==> src/rtl/datapath_p_pkg.sv <==
// datapath_p_pkg: shared ALU opcodes, Xbus/debug select codes, xdst bit indices,
// flag bit positions and memory FSM encoding for the parametrised datapath.
package datapath_p_pkg;
    localparam logic [3:0] ALU_ADD  = 4'd0;
    localparam logic [3:0] ALU_ADC  = 4'd1;
    localparam logic [3:0] ALU_SUB  = 4'd2;
    localparam logic [3:0] ALU_SBB  = 4'd3;
    localparam logic [3:0] ALU_AND  = 4'd4;
    localparam logic [3:0] ALU_OR   = 4'd5;
    localparam logic [3:0] ALU_XOR  = 4'd6;
    localparam logic [3:0] ALU_NOT  = 4'd7;
    localparam logic [3:0] ALU_MOVA = 4'd8;
    localparam logic [3:0] ALU_MOVB = 4'd9;
    localparam logic [3:0] ALU_INC  = 4'd10;
    localparam logic [3:0] ALU_DEC  = 4'd11;
    localparam logic [3:0] ALU_SHL  = 4'd12;
    localparam logic [3:0] ALU_SHR  = 4'd13;

    localparam logic [3:0] XS_PC   = 4'd0;
    localparam logic [3:0] XS_G0   = 4'd1;
    localparam logic [3:0] XS_MDR  = 4'd9;
    localparam logic [3:0] XS_R    = 4'd10;
    localparam logic [3:0] XS_FLG  = 4'd11;
    localparam logic [3:0] XS_ONES = 4'd12;

    localparam logic [3:0] DB_T    = 4'd9;
    localparam logic [3:0] DB_XBUS = 4'd12;
    localparam logic [3:0] DB_MDR  = 4'd13;
    localparam logic [3:0] DB_BUSY = 4'd14;

    localparam int XD_PC  = 0;
    localparam int XD_G0  = 1;
    localparam int XD_MA  = 9;
    localparam int XD_WD  = 10;
    localparam int XD_I   = 11;
    localparam int XD_T   = 12;
    localparam int XD_R   = 13;
    localparam int XD_FLG = 14;

    localparam int FLG_S  = 3;
    localparam int FLG_Z  = 2;
    localparam int FLG_CY = 1;

    localparam logic [0:0] ST_IDLE = 1'b0;
    localparam logic [0:0] ST_REQ  = 1'b1;
endpackage

==> src/rtl/datapath_p_alu.sv <==
// alu_p: combinational ALU; the extra result bit carries the carry (adds/shl)
// or the borrow (subtracts/dec) out of bit WIDTH-1.
module alu_p
    import datapath_p_pkg::*;
#(
    parameter int WIDTH = 8
) (
    input  logic [3:0]       op,
    input  logic [WIDTH-1:0] a,
    input  logic [WIDTH-1:0] b,
    input  logic             cin,
    output logic [WIDTH-1:0] y,
    output logic             cy
);
    logic [WIDTH:0] ax, bx, cx, one, s;

    assign ax  = {1'b0, a};
    assign bx  = {1'b0, b};
    assign cx  = (WIDTH+1)'(cin);
    assign one = (WIDTH+1)'(1);

    always_comb begin
        case (op)
            ALU_ADD:  s = ax + bx;
            ALU_ADC:  s = ax + bx + cx;
            ALU_SUB:  s = ax - bx;
            ALU_SBB:  s = ax - bx - cx;
            ALU_AND:  s = ax & bx;
            ALU_OR:   s = ax | bx;
            ALU_XOR:  s = ax ^ bx;
            ALU_NOT:  s = {1'b0, ~a};
            ALU_MOVA: s = ax;
            ALU_MOVB: s = bx;
            ALU_INC:  s = ax + one;
            ALU_DEC:  s = ax - one;
            ALU_SHL:  s = {a, 1'b0};
            ALU_SHR:  s = ax >> 1;
            default:  s = '0;
        endcase
    end

    assign y  = s[WIDTH-1:0];
    assign cy = s[WIDTH];
endmodule

==> src/rtl/datapath_p.sv <==
// datapath_p: parametrised CDEC datapath with PC auto-increment, MDR and a
// req/ack memory handshake FSM tolerant of wait states.
module datapath_p
    import datapath_p_pkg::*;
#(
    parameter int WIDTH = 8,
    parameter int NGPR  = 3
) (
    input  logic             clock,
    input  logic             reset,
    input  logic [3:0]       xsrc,
    input  logic [14:0]      xdst,
    input  logic [3:0]       aluop,
    input  logic             pc_inc,
    input  logic             mem_start,
    input  logic             mem_write,
    output logic             busy,
    output logic [WIDTH-1:0] I,
    output logic [2:0]       SZCy,
    output logic             mem_req,
    output logic             mem_we,
    output logic [WIDTH-1:0] mem_addr,
    output logic [WIDTH-1:0] mem_wdata,
    input  logic [WIDTH-1:0] mem_rdata,
    input  logic             mem_ack,
    input  logic [3:0]       dbg_addr,
    output logic [WIDTH-1:0] dbg_data
);
    logic [WIDTH-1:0] pc_q, pc_d, ma_q, ma_d, wd_q, wd_d, i_q, i_d;
    logic [WIDTH-1:0] t_q, t_d, r_q, r_d, flg_q, flg_d, mdr_q, mdr_d;
    // Eight slots always exist; slots at or above NGPR never load and stay zero.
    logic [WIDTH-1:0] g_q [8];
    logic [WIDTH-1:0] g_d [8];
    logic [0:0]       st_q, st_d;
    logic             we_q, we_d;
    logic [WIDTH-1:0] src [16];
    logic [WIDTH-1:0] xbus, alu_y, flg_new;
    logic             alu_cy;

    alu_p #(.WIDTH(WIDTH)) u_alu (
        .op  (aluop),
        .a   (xbus),
        .b   (t_q),
        .cin (flg_q[FLG_CY]),
        .y   (alu_y),
        .cy  (alu_cy)
    );

    always_comb begin
        for (int k = 0; k < 16; k++) src[k] = '0;
        src[XS_PC] = pc_q;
        for (int n = 0; n < 8; n++) src[int'(XS_G0) + n] = g_q[n];
        src[XS_MDR]  = mdr_q;
        src[XS_R]    = r_q;
        src[XS_FLG]  = flg_q;
        src[XS_ONES] = '1;
    end

    assign xbus = src[xsrc];
    assign busy = st_q == ST_REQ;

    always_comb begin
        dbg_data = dbg_addr == DB_T    ? t_q   :
                   dbg_addr == DB_XBUS ? xbus  :
                   dbg_addr == DB_MDR  ? mdr_q :
                   dbg_addr == DB_BUSY ? WIDTH'(busy) : src[dbg_addr];
    end

    always_comb begin
        flg_new         = '0;
        flg_new[FLG_S]  = alu_y[WIDTH-1];
        flg_new[FLG_Z]  = alu_y == '0;
        flg_new[FLG_CY] = alu_cy;
    end

    always_comb begin
        pc_d  = xdst[XD_PC] ? xbus : pc_inc ? pc_q + WIDTH'(1) : pc_q;
        for (int n = 0; n < 8; n++) g_d[n] = (n < NGPR && xdst[XD_G0 + n]) ? xbus : g_q[n];
        ma_d  = (xdst[XD_MA] && !busy) ? xbus : ma_q;
        wd_d  = (xdst[XD_WD] && !busy) ? xbus : wd_q;
        i_d   = xdst[XD_I] ? xbus : i_q;
        t_d   = xdst[XD_T] ? xbus : t_q;
        r_d   = xdst[XD_R] ? alu_y : r_q;
        flg_d = xdst[XD_FLG] ? flg_new : flg_q;
        st_d  = st_q == ST_IDLE ? (mem_start ? ST_REQ : ST_IDLE) : (mem_ack ? ST_IDLE : ST_REQ);
        we_d  = (st_q == ST_IDLE && mem_start) ? mem_write : we_q;
        mdr_d = (st_q == ST_REQ && mem_ack && !we_q) ? mem_rdata : mdr_q;
    end

    always_ff @(posedge clock or negedge reset) begin
        if (!reset) begin
            pc_q  <= '0;
            for (int n = 0; n < 8; n++) g_q[n] <= '0;
            ma_q  <= '0;
            wd_q  <= '0;
            i_q   <= '0;
            t_q   <= '0;
            r_q   <= '0;
            flg_q <= '0;
            mdr_q <= '0;
            st_q  <= ST_IDLE;
            we_q  <= 1'b0;
        end else begin
            pc_q  <= pc_d;
            for (int n = 0; n < 8; n++) g_q[n] <= g_d[n];
            ma_q  <= ma_d;
            wd_q  <= wd_d;
            i_q   <= i_d;
            t_q   <= t_d;
            r_q   <= r_d;
            flg_q <= flg_d;
            mdr_q <= mdr_d;
            st_q  <= st_d;
            we_q  <= we_d;
        end
    end

    assign I         = i_q;
    assign SZCy      = flg_q[FLG_S:FLG_CY];
    assign mem_req   = busy;
    assign mem_we    = busy & we_q;
    assign mem_addr  = ma_q;
    assign mem_wdata = wd_q;
endmodule

==> config.mk <==
export PLATFORM = sky130hd
export DESIGN_NAME = datapath_p
export DESIGN_NICKNAME = d
export VERILOG_FILES = /design/src/rtl/datapath_p_pkg.sv /design/src/rtl/datapath_p_alu.sv /design/src/rtl/datapath_p.sv
export SDC_FILE = /design/constraint.sdc
export NUM_CORES = 1
export LEC_CHECK = 0
export ABC_CLOCK_PERIOD_IN_PS = 4500
export BUFFER_PORTS_ARGS = -buffer_cell sky130_fd_sc_hd__buf_4
export CORE_ASPECT_RATIO = 1.5
export CORE_MARGIN = 5
export CORE_UTILIZATION = 40
export DETAILED_ROUTE_END_ITERATION = 7
export SETUP_SLACK_MARGIN = 0.4
export SLEW_MARGIN = 5
export SYNTH_ARGS = -nofsm -noshare
export SYNTH_HDL_FRONTEND = slang
export SYNTH_SLANG_ARGS = --single-unit
==> constraint.sdc <==
create_clock -name clock -period 4.5 [get_ports clock]
set_clock_uncertainty 0.05 [all_clocks]
set_input_delay 0.675 -clock clock [delete_from_list [all_inputs] [get_ports clock]]
set_output_delay 0.675 -clock clock [all_outputs]
set_load 0.005 [all_outputs]
==> results by stage, run 1 <==
GRT:
- The number of global-route vias before repair is 6766.
- The leftover overflow at the end of global routing is 0.
- The total routing usage reported by global routing is 0.238.
- The first global-routing pass estimated 38400 um of wire.
- The maximum number of pins on one net before global-route repair is 48.
- The number of antenna violations at the first check in global routing came to 0.

Status:
- The flow ran to the end, and the final reports show no timing, DRC or antenna violations.

Logic synthesis:
- The xor and xnor area share after synthesis is 0.0372.
- Of all flip-flops after synthesis, the portion carrying an async set or reset was 1.00.
- The combinational family with the most area after synthesis is compound AO/OA/AOI/OAI gates.
- Ranked by total cell area, the synthesized netlist is headed by sky130_fd_sc_hd__dfrtp_1 30%, sky130_fd_sc_hd__ha_1 6.6%, sky130_fd_sc_hd__a21oi_1 5.5%, sky130_fd_sc_hd__nor2_1 4.5%, sky130_fd_sc_hd__mux2i_1 3.7%.
- After synthesis the netlist holds a flip-flop and latch count of 85.
- The number of nets handed over by synthesis was a little under 900.
- The synthesized area divided by synthesized cell count is around 8.7 um2.
- The synthesized netlist occupies a cell area of between 0.007 and 0.008 mm2.
- The complex-gate fraction of the synthesized area is 0.236.
- The adder and majority gate portion of the synthesized area is 0.0741.
- The share of synthesized area in the top cell type comes to 0.301.
- The portion of netlist area occupied by mux cells is 0.104.
- The number of distinct library cells after synthesis is 82.
- The dominant synthesized flop cell is sky130_fd_sc_hd__dfrtp_1.
- Counting flops with a built-in enable in the synthesized netlist gives 0.
- Synthesis produced a netlist whose cell count is 811.
- The largest area contributor in the netlist is sky130_fd_sc_hd__dfrtp_1.
- The number of warning messages in the yosys log is 0.
- The area share of and/or/nand/nor cells after synthesis is 0.192.
- The share of the Yosys chip area taken by registers is 0.301.

STA:
- The total negative slack is 0 ps.
- The actual transition at the worst max-transition pin is 891 ps.
- The final clock period utilization by the worst path is 0.910.
- The final max-slew violation count is 0.
- The final count of negative-setup-slack endpoints is 0.
- Headroom to the max-slew limit came out at 0.402.
- Setup repair after global routing could not meet its margin everywhere.
- Timing would allow up to 244 MHz.
- The final count of hold timing violations is 0.
- After layout, the worst setup slack is roughly 400 ps.
- Subtracting the final worst setup slack from the clock period gives ~4000 ps.

Pwr:
- The design draws 3.29 mW.
- The leakage component of the power is 4.09 nW.
- IR analysis of the VDD net gives a maximum drop of 0.210 mV.
- The ratio of total power to cell area is around 360 mW/mm2.

Route:
- Dividing the detail-routed wire length by the instance count gives between 20 and 25 um.
- The wire length on met1 is ~9900 um.
- The via count of the routed design is between 6000 and 7000.
- Once detail routing completed, the nets flagged for antenna violations numbered 0.
- The total routed wirelength is between 20000 and 25000 um.
- The detailed-route DRC error count is 0.
- The number of design-rule violations left by the first detailed-router iteration is 429.
- The routed design uses around 1100 um of met3 wire.
- Signal routing reaches up to met4.
- The routed design uses 12700 um of met2 wire.
- The pre-antenna-repair detailed-routing pass consisted of 4 iterations.
- Dividing the detail-routed via count by the number of cells gives 5.84.

Placed design:
- In this run the cell area measured after placement is approximately 0.0084 mm2.
- The detailed placer's ending HPWL is between 15000 and 20000 um.
- Routability-driven placement finished with a final weighted congestion of around 0.93.
- The port buffer count is 73.
- The post-placement worst setup slack is -63.0 ps.
- In this run, placement finished with an instance count of around 1100.

Min path:
- The worst hold path belongs to the class primary input to async pin.

Clocking:
- The CTS tree is yes.
- Hold repair after CTS inserted 0 buffers.
- The root buffer cell chosen for the clock tree is sky130_fd_sc_hd__clkbuf_16.
- Clock-pin slew was measured on the worst setup and hold paths at roughly 70 ps.
- The clock insertion delay at the later pin of the skew report is 340 ps.
- The number of buffers created by CTS is 9.
- The number of levels the H-tree was split into is 3.
- The clock drives between 80 and 90 sinks.
- The maximum buffer depth of the clock tree is 2.

Setup path:
- The largest individual stage delay along the critical path comes from the cell sky130_fd_sc_hd__a2111o_1.
- Setup slack on the worst reg-to-reg path comes out at about 440 ps.
- The top cell family by delay on the critical path is simple AND/OR/NAND/NOR gates.
- The startpoint of the worst register-to-register path is mdr_q[0].
- For the worst setup path, the data required time is approximately 4700 ps.
- Counting both buffers and inverters, the worst setup path holds a total of 3.
- For this run, the slowest stage of the critical path takes 440 ps.
- The critical path runs through a total of 16 cells.
- The worst setup path is of the primary input to flip-flop kind.
- Walking the worst path, the cells encountered are buf_6 -> and3b_1 -> a2111o_1 -> o211ai_4 -> inv_6 -> ha_4 -> fa_2 -> buf_4 -> xor2_4 -> and3_4 -> nor3b_4 -> mux2_4 -> or3_4 -> xnor2_2 -> a211oi_2 -> a41o_1.
- The beginning of the critical path is xsrc[0].
- In this run the worst setup path terminates at flg_q[2].
- The maximum fanout along the worst path is 8.
- The depth of the worst register-to-register path is 15.
- At the worst endpoint, the arrival time is around 4300 ps.
- STA classifies the critical path startpoint as a primary input.
- The worst setup path is captured at a flip-flop.
- The endpoint of the worst register-to-register path is flg_q[2].

Cells and area:
- After routing the design area is a little over 0.009 mm2.
- Compared with the post-synthesis result, the final layout area differs by 29.0%.
- After the last flow step, the layout net total stands at between 1000 and 1500.
- The layout cell share with drive strength beyond 1 is 0.302.
- The most common library cell in the layout ignoring fill and taps is sky130_fd_sc_hd__buf_4.
- Leaving out filler cells and counting taps, the final layout contains about 1200.
- In the layout the commonest cells are 178 x sky130_fd_sc_hd__buf_4, 85 x sky130_fd_sc_hd__dfrtp_1, 83 x sky130_fd_sc_hd__nor2_1, 74 x sky130_fd_sc_hd__a21oi_1, 51 x sky130_fd_sc_hd__nand2_1.
- The antenna cell count is 0.

Floorplanning:
- The die span in y is about 170 um.
- The die width is about 120 um.
- After floorplanning, the core was sized to cover 0.0173 mm2.
- The floorplan step defined a die boundary enclosing roughly 0.020 mm2.
- For this design the top-level I/O count stands at a little under 80.
- The floorplan has just under 60 rows.
- For this configuration, the core starts out at a cell density of 0.407.

Run:
- Max-cap violations in this run came to 0.
## logic make-up after synthesis
| kind of cell | after synthesis |
|---|---|
| xor+xnor | 30 |
| fa+ha+maj | 40 |
| buf+inv | 89 |
| compound gates | 242 |
| mux | 58 |
| simple gates | 267 |
| flops | 85 |
## worst min-delay path by stage
| stage | from | endpoint | slack [ps] | depth (start not counted) |
|---|---|---|---|---|
| after detailed placement | mem_wdata[2] | mem_wdata[2] | 420 | 2 |
| final | reset | we_q | 290 | 1 |
| after global placement | mem_wdata[6] | mem_wdata[6] | 420 | 2 |
| after global routing | reset | we_q | 340 | 1 |
| after CTS | reset | we_q | 310 | 1 |
| after floorplan | reset | I[0] | 330 | 0 |
## power breakdown
part           total (mW)  leakage, nW  switching (mW)  internal, mW
clock network       0.772        0.152           0.333         0.439
logic                1.47         2.89           0.754         0.713
registers            1.05         1.04           0.151         0.902
## metrics by stage
stage / utilization / hold slack (ps)
after CTS: 0.508 / 306
final: 0.525 / 288
after global routing: 0.525 / 337
after floorplan: - / 329
after global placement: 0.487 / 415
after detailed placement: 0.487 / 422
## layer usage
metal / GRT usage / vias to the layer above
li1: - / 3251
met1: 0.288 / 3282
met2: 0.419 / 227
met3: 0.0281 / 63
met4: 0.110 / 0
met5: 0 / -
## timing repair
action,CTS,global route
buffers inserted,3,11
pin swaps,4,11
gates cloned,0,1
resized for setup,9,37
endpoints found under the setup margin,3,7
## flip-flops by register name (all words and copies together) (netlist names)
| name | count |
|---|---|
| I | 8 |
| busy | 1 |
| flg_q | 3 |
| g_q | 24 |
| mdr_q | 8 |
| mem_addr | 8 |
| mem_wdata | 8 |
| pc_q | 8 |
| r_q | 8 |
| t_q | 8 |
| we_q | 1 |
## cells in the mapped netlist, types with 5 or more instances
library cell,instances
sky130_fd_sc_hd__a211o_1,6
sky130_fd_sc_hd__a211oi_1,14
sky130_fd_sc_hd__a21oi_1,78
sky130_fd_sc_hd__a221o_1,5
sky130_fd_sc_hd__a221oi_1,8
sky130_fd_sc_hd__a22o_1,6
sky130_fd_sc_hd__a22oi_1,6
sky130_fd_sc_hd__a2bb2oi_1,5
sky130_fd_sc_hd__and2_1,5
sky130_fd_sc_hd__buf_1,10
sky130_fd_sc_hd__buf_2,10
sky130_fd_sc_hd__clkbuf_1,31
sky130_fd_sc_hd__dfrtp_1,85
sky130_fd_sc_hd__ha_1,37
sky130_fd_sc_hd__inv_1,30
sky130_fd_sc_hd__mux2_2,20
sky130_fd_sc_hd__mux2i_1,26
sky130_fd_sc_hd__mux4_2,10
sky130_fd_sc_hd__nand2_1,52
sky130_fd_sc_hd__nand2b_1,22
sky130_fd_sc_hd__nand3_1,19
sky130_fd_sc_hd__nand3b_1,5
sky130_fd_sc_hd__nor2_1,85
sky130_fd_sc_hd__nor2b_1,17
sky130_fd_sc_hd__nor3_1,15
sky130_fd_sc_hd__nor3b_1,6
sky130_fd_sc_hd__o211ai_1,5
sky130_fd_sc_hd__o21a_1,5
sky130_fd_sc_hd__o21ai_0,47
sky130_fd_sc_hd__o221ai_1,5
sky130_fd_sc_hd__o22ai_1,8
sky130_fd_sc_hd__xnor2_1,19
sky130_fd_sc_hd__xor2_1,11
## worst reg2reg max path, stage by stage, from the launching register on
cell                       delay (ps)
sky130_fd_sc_hd__dfrtp_1          420
sky130_fd_sc_hd__and3b_1          180
sky130_fd_sc_hd__a2111o_1         440
sky130_fd_sc_hd__o211ai_4         170
sky130_fd_sc_hd__inv_6             50
sky130_fd_sc_hd__ha_4             170
sky130_fd_sc_hd__fa_2             390
sky130_fd_sc_hd__buf_4            170
sky130_fd_sc_hd__xor2_4           180
sky130_fd_sc_hd__and3_4           210
sky130_fd_sc_hd__nor3b_4          230
sky130_fd_sc_hd__mux2_4           320
sky130_fd_sc_hd__or3_4            380
sky130_fd_sc_hd__xnor2_2          240
sky130_fd_sc_hd__a211oi_2         100
sky130_fd_sc_hd__a41o_1           250
## area by class of cell
class	instances	area, um2
fill	1656	8240
multi-input combinational	637	4820
sequential	85	2130
timing repair buffer	185	1460
tap	213	267
clock buffer	9	225
inverter	32	130
clock inverter	7	81.3
No activity file was read; power rests on OpenSTA's default activity.
==> inputs of run 2 (changes only) <==
--- a/config.mk
+++ b/config.mk
@@ -6,7 +6,7 @@
 export NUM_CORES = 1
 export LEC_CHECK = 0
 export ABC_CLOCK_PERIOD_IN_PS = 4500
-export BUFFER_PORTS_ARGS = -buffer_cell sky130_fd_sc_hd__buf_4
+export BUFFER_PORTS_ARGS = -buffer_cell sky130_fd_sc_hd__buf_2
 export CORE_ASPECT_RATIO = 1.5
 export CORE_MARGIN = 5
 export CORE_UTILIZATION = 40
==> results by stage, run 2 (synthesized netlist as in run 1, its figures left out) <==
Setup path:
- The worst setup path is launched from a primary input.
- The worst setup path is captured at a flip-flop.
- The classification of the worst setup path is primary input to flip-flop.
- The signal arrival time at the worst endpoint is 4250 ps (-20 ps).
- The maximum fanout along the worst path came to 8 (unchanged).
- The data required time at the worst endpoint is 4690 ps (about the same).

Clocking:
- The maximum buffer depth of the clock tree is 2 (unchanged).
- The CTS clock-pin slew for the worst setup and hold paths is 70 ps (about the same).
- The root buffer selected by CTS is sky130_fd_sc_hd__clkbuf_16.
- The number of buffers created by CTS is 9 (unchanged).
- TritonCTS built the clock tree.
- The number of hold buffers added after CTS is 0 (unchanged).
- The number of levels the H-tree was split into came to 3 (unchanged).
- The clock sink count is 85 (unchanged).
- The clock insertion delay at the later pin of the skew report is 350 ps (about the same).

GRT:
- The maximum number of pins on one net before global-route repair is 61 (+27%).
- The layer flagged by global routing as most heavily used is met2.
- The leftover overflow at the end of global routing came to 0 (unchanged).
- The met2 routing resource usage after global routing is 0.415 (-0.00352).
- The total routing usage reported by global routing is 0.237 (-0.000901).
- The wire length of the first global-routing pass is 38600 um (+0.48%).
- The number of global-route vias before repair is 7061 (+4.4%).
- The number of antenna violations at the first check in global routing was 0 (unchanged).
- The routing usage on met3 is 0.0206 (-0.00752).
- The met1 usage is 0.274 (-0.0147).

Floorplanning:
- The area enclosed by the die boundary was 0.0205 mm2 (unchanged).
- The die width is 118 um (unchanged).
- The top-level port count is 79 (unchanged).
- The initial cell density of the core is 0.407 (unchanged).
- The row count is 59 (unchanged).
- The die span in y is 173 um (unchanged).
- The area of the core region is 0.0173 mm2 (unchanged).

Status:
- The run finished with clean final reports.

STA:
- Setup repair after global routing could not meet its margin everywhere.
- The time the worst path needs with I/O delays and setup is 4060 ps (-34.0 ps).
- The actual transition at the worst max-transition pin is 879 ps (-12.3 ps).
- The post-layout worst setup margin is 441 ps (+34.0 ps).
- The final clock period utilization by the worst path is 0.902 (-0.00755).
- The highest clock frequency the design can meet is 246 MHz (+0.84%).
- The final max-slew violation count is 0 (unchanged).
- The tightest slew margin relative to the limit is 0.409 (+0.00739).
- The final count of negative-setup-slack endpoints is 0 (unchanged).
- The final count of hold timing violations is 0 (unchanged).

Cells and area:
- The number of nets in the finished design came to 1030 (-0.097%).
- Leaving out fill and tap cells, the most frequent cell in the layout is sky130_fd_sc_hd__buf_4.
- The register cell area after layout came to 0.00213 mm2 (unchanged).
- The post-synthesis to final-layout area growth is 25.7%.
- In the layout the commonest cells are 109 x sky130_fd_sc_hd__buf_4, 85 x sky130_fd_sc_hd__dfrtp_1, 82 x sky130_fd_sc_hd__nor2_1, 74 x sky130_fd_sc_hd__a21oi_1, 69 x sky130_fd_sc_hd__buf_2.
- The number of fill cells is 1660 (+0.24%).
- The most flop-heavy register is g_q.
- The total area of multi-input combinational cells is 0.00483 mm2 (+0.13%).
- The antenna cell count was 0 (unchanged).
- The final non-filler cell total was 1166 (-0.17%).
- The layout cell share with drive strength beyond 1 is 0.305 (+0.00378).
- The flip-flop count of the largest register, all copies and words added was 24 (unchanged).

Route:
- The length of the first detailed-routing pass in iterations is 5 (+1).
- The final routed wire length divided by cell count is 21.3 um (about the same).
- The number of design-rule violations left by the first detailed-router iteration came to 339 (-21%).
- The via count of the routed design is 7001 (+2.6%).
- The detailed-route DRC error count is 0 (unchanged).
- The antenna violation net count after detailed routing is 0 (unchanged).
- The average vias per placed instance came to 6.00 (+2.8%).
- The total routed wirelength came to 24900 um (-0.20%).

Placed design:
- The port buffer count is 73 (unchanged).
- The final weighted congestion in routability-driven placement is 0.980 (+5.3%).
- The post-placement worst setup slack is -219 ps (-156 ps).
- The detailed placer's ending HPWL was 19500 um (-0.40%).
- The number of placed cells counting well taps is 1143 (+0.53%).

Pwr:
- The peak ir drop on the vdd network is 0.284 mV (+35%).
- The leakage component of the power came to 3.98 nW (-2.5%).
- The ratio of total power to cell area is 360 mW/mm2 (-0.41%).

Min path:
- The worst min-delay path class is primary input to async pin.

Run:
- The number of max-cap violations was 0 (unchanged).
==> run 2: cell types whose count changed in the layout (fill, tap and decap cells not counted), moves of 2 or more <==
cell                         previous run  this run
sky130_fd_sc_hd__a211oi_1               9         7
sky130_fd_sc_hd__a211oi_2               4         6
sky130_fd_sc_hd__buf_2                  0        69
sky130_fd_sc_hd__buf_4                178       109
sky130_fd_sc_hd__clkinv_4               2         0
sky130_fd_sc_hd__clkinvlp_4             0         2
sky130_fd_sc_hd__ha_2                   0         2
==> run 2: through the flow <==
step | hold slack [ps] | cell area, um2 | total power [mW] | setup TNS, ps | util
global route | 419 | 8870 | 3.36 | 0 | 0.512
floorplan | 329 | 7170 | 1.81 | 0 | -
CTS | 379 | 8670 | 3.14 | 0 | 0.500
detailed placement | 416 | 8300 | 2.39 | -449 | 0.478
finish | 345 | 8870 | 3.20 | 0 | 0.512
global placement | 408 | 8300 | 2.37 | -491 | 0.478
==> run 2: path summary, 6_finish.rpt <==
check	from	end	slack [ps]	cells past startpoint
setup / recovery	xsrc[1]	flg_q[2]	440	16
hold / removal	reset	we_q	340	1
setup reg to reg	mdr_q[1]	flg_q[2]	490	15
hold reg to reg	mem_wdata[0]	mem_wdata[0]	430	2
max in group asynchronous	reset	g_q[49]	3200	2
min in group clock	mem_wdata[0]	mem_wdata[0]	430	2
==> run 2: final cells by class <==
type	count	area share
tap	213	0.0300
sequential	85	0.240
clock inverter	4	0.00367
inverter	32	0.0149
timing repair buffer	184	0.140
clock buffer	11	0.0274
multi-input combinational	637	0.544
==> run 2: layer usage <==
metal  up-vias  routed length (um)
met1      3369                9280
li1       3257                   -
met5         -                   0
met4         0                1780
met2       287               12600
met3        88                1270
==> run 2: timing repair <==
item | CTS | global route
buffers inserted | 2 | 6
gates resized for setup | 15 | 37
pin swaps | 6 | 18
setup endpoints to repair | 7 | 7
==> run 2: report_power, final <==
| group | total (mW) | internal [mW] | switching [mW] |
|---|---|---|---|
| clock | 0.712 | 0.390 | 0.322 |
| combinational | 1.43 | 0.681 | 0.753 |
| sequential | 1.05 | 0.903 | 0.146 |
| total | 3.20 | 1.97 | 1.22 |
==> run 2: worst max-delay path: stages <==
cell	delay, ps
sky130_fd_sc_hd__buf_12	120
sky130_fd_sc_hd__mux2_4	290
sky130_fd_sc_hd__a221o_1	360
sky130_fd_sc_hd__a31oi_2	240
sky130_fd_sc_hd__buf_6	160
sky130_fd_sc_hd__inv_6	40
sky130_fd_sc_hd__fa_2	390
sky130_fd_sc_hd__xor2_4	200
sky130_fd_sc_hd__and3_4	220
sky130_fd_sc_hd__nor3b_4	220
sky130_fd_sc_hd__mux2_4	320
sky130_fd_sc_hd__or3_4	420
sky130_fd_sc_hd__xnor2_4	200
sky130_fd_sc_hd__buf_6	120
sky130_fd_sc_hd__a211oi_2	50
sky130_fd_sc_hd__a41o_1	220
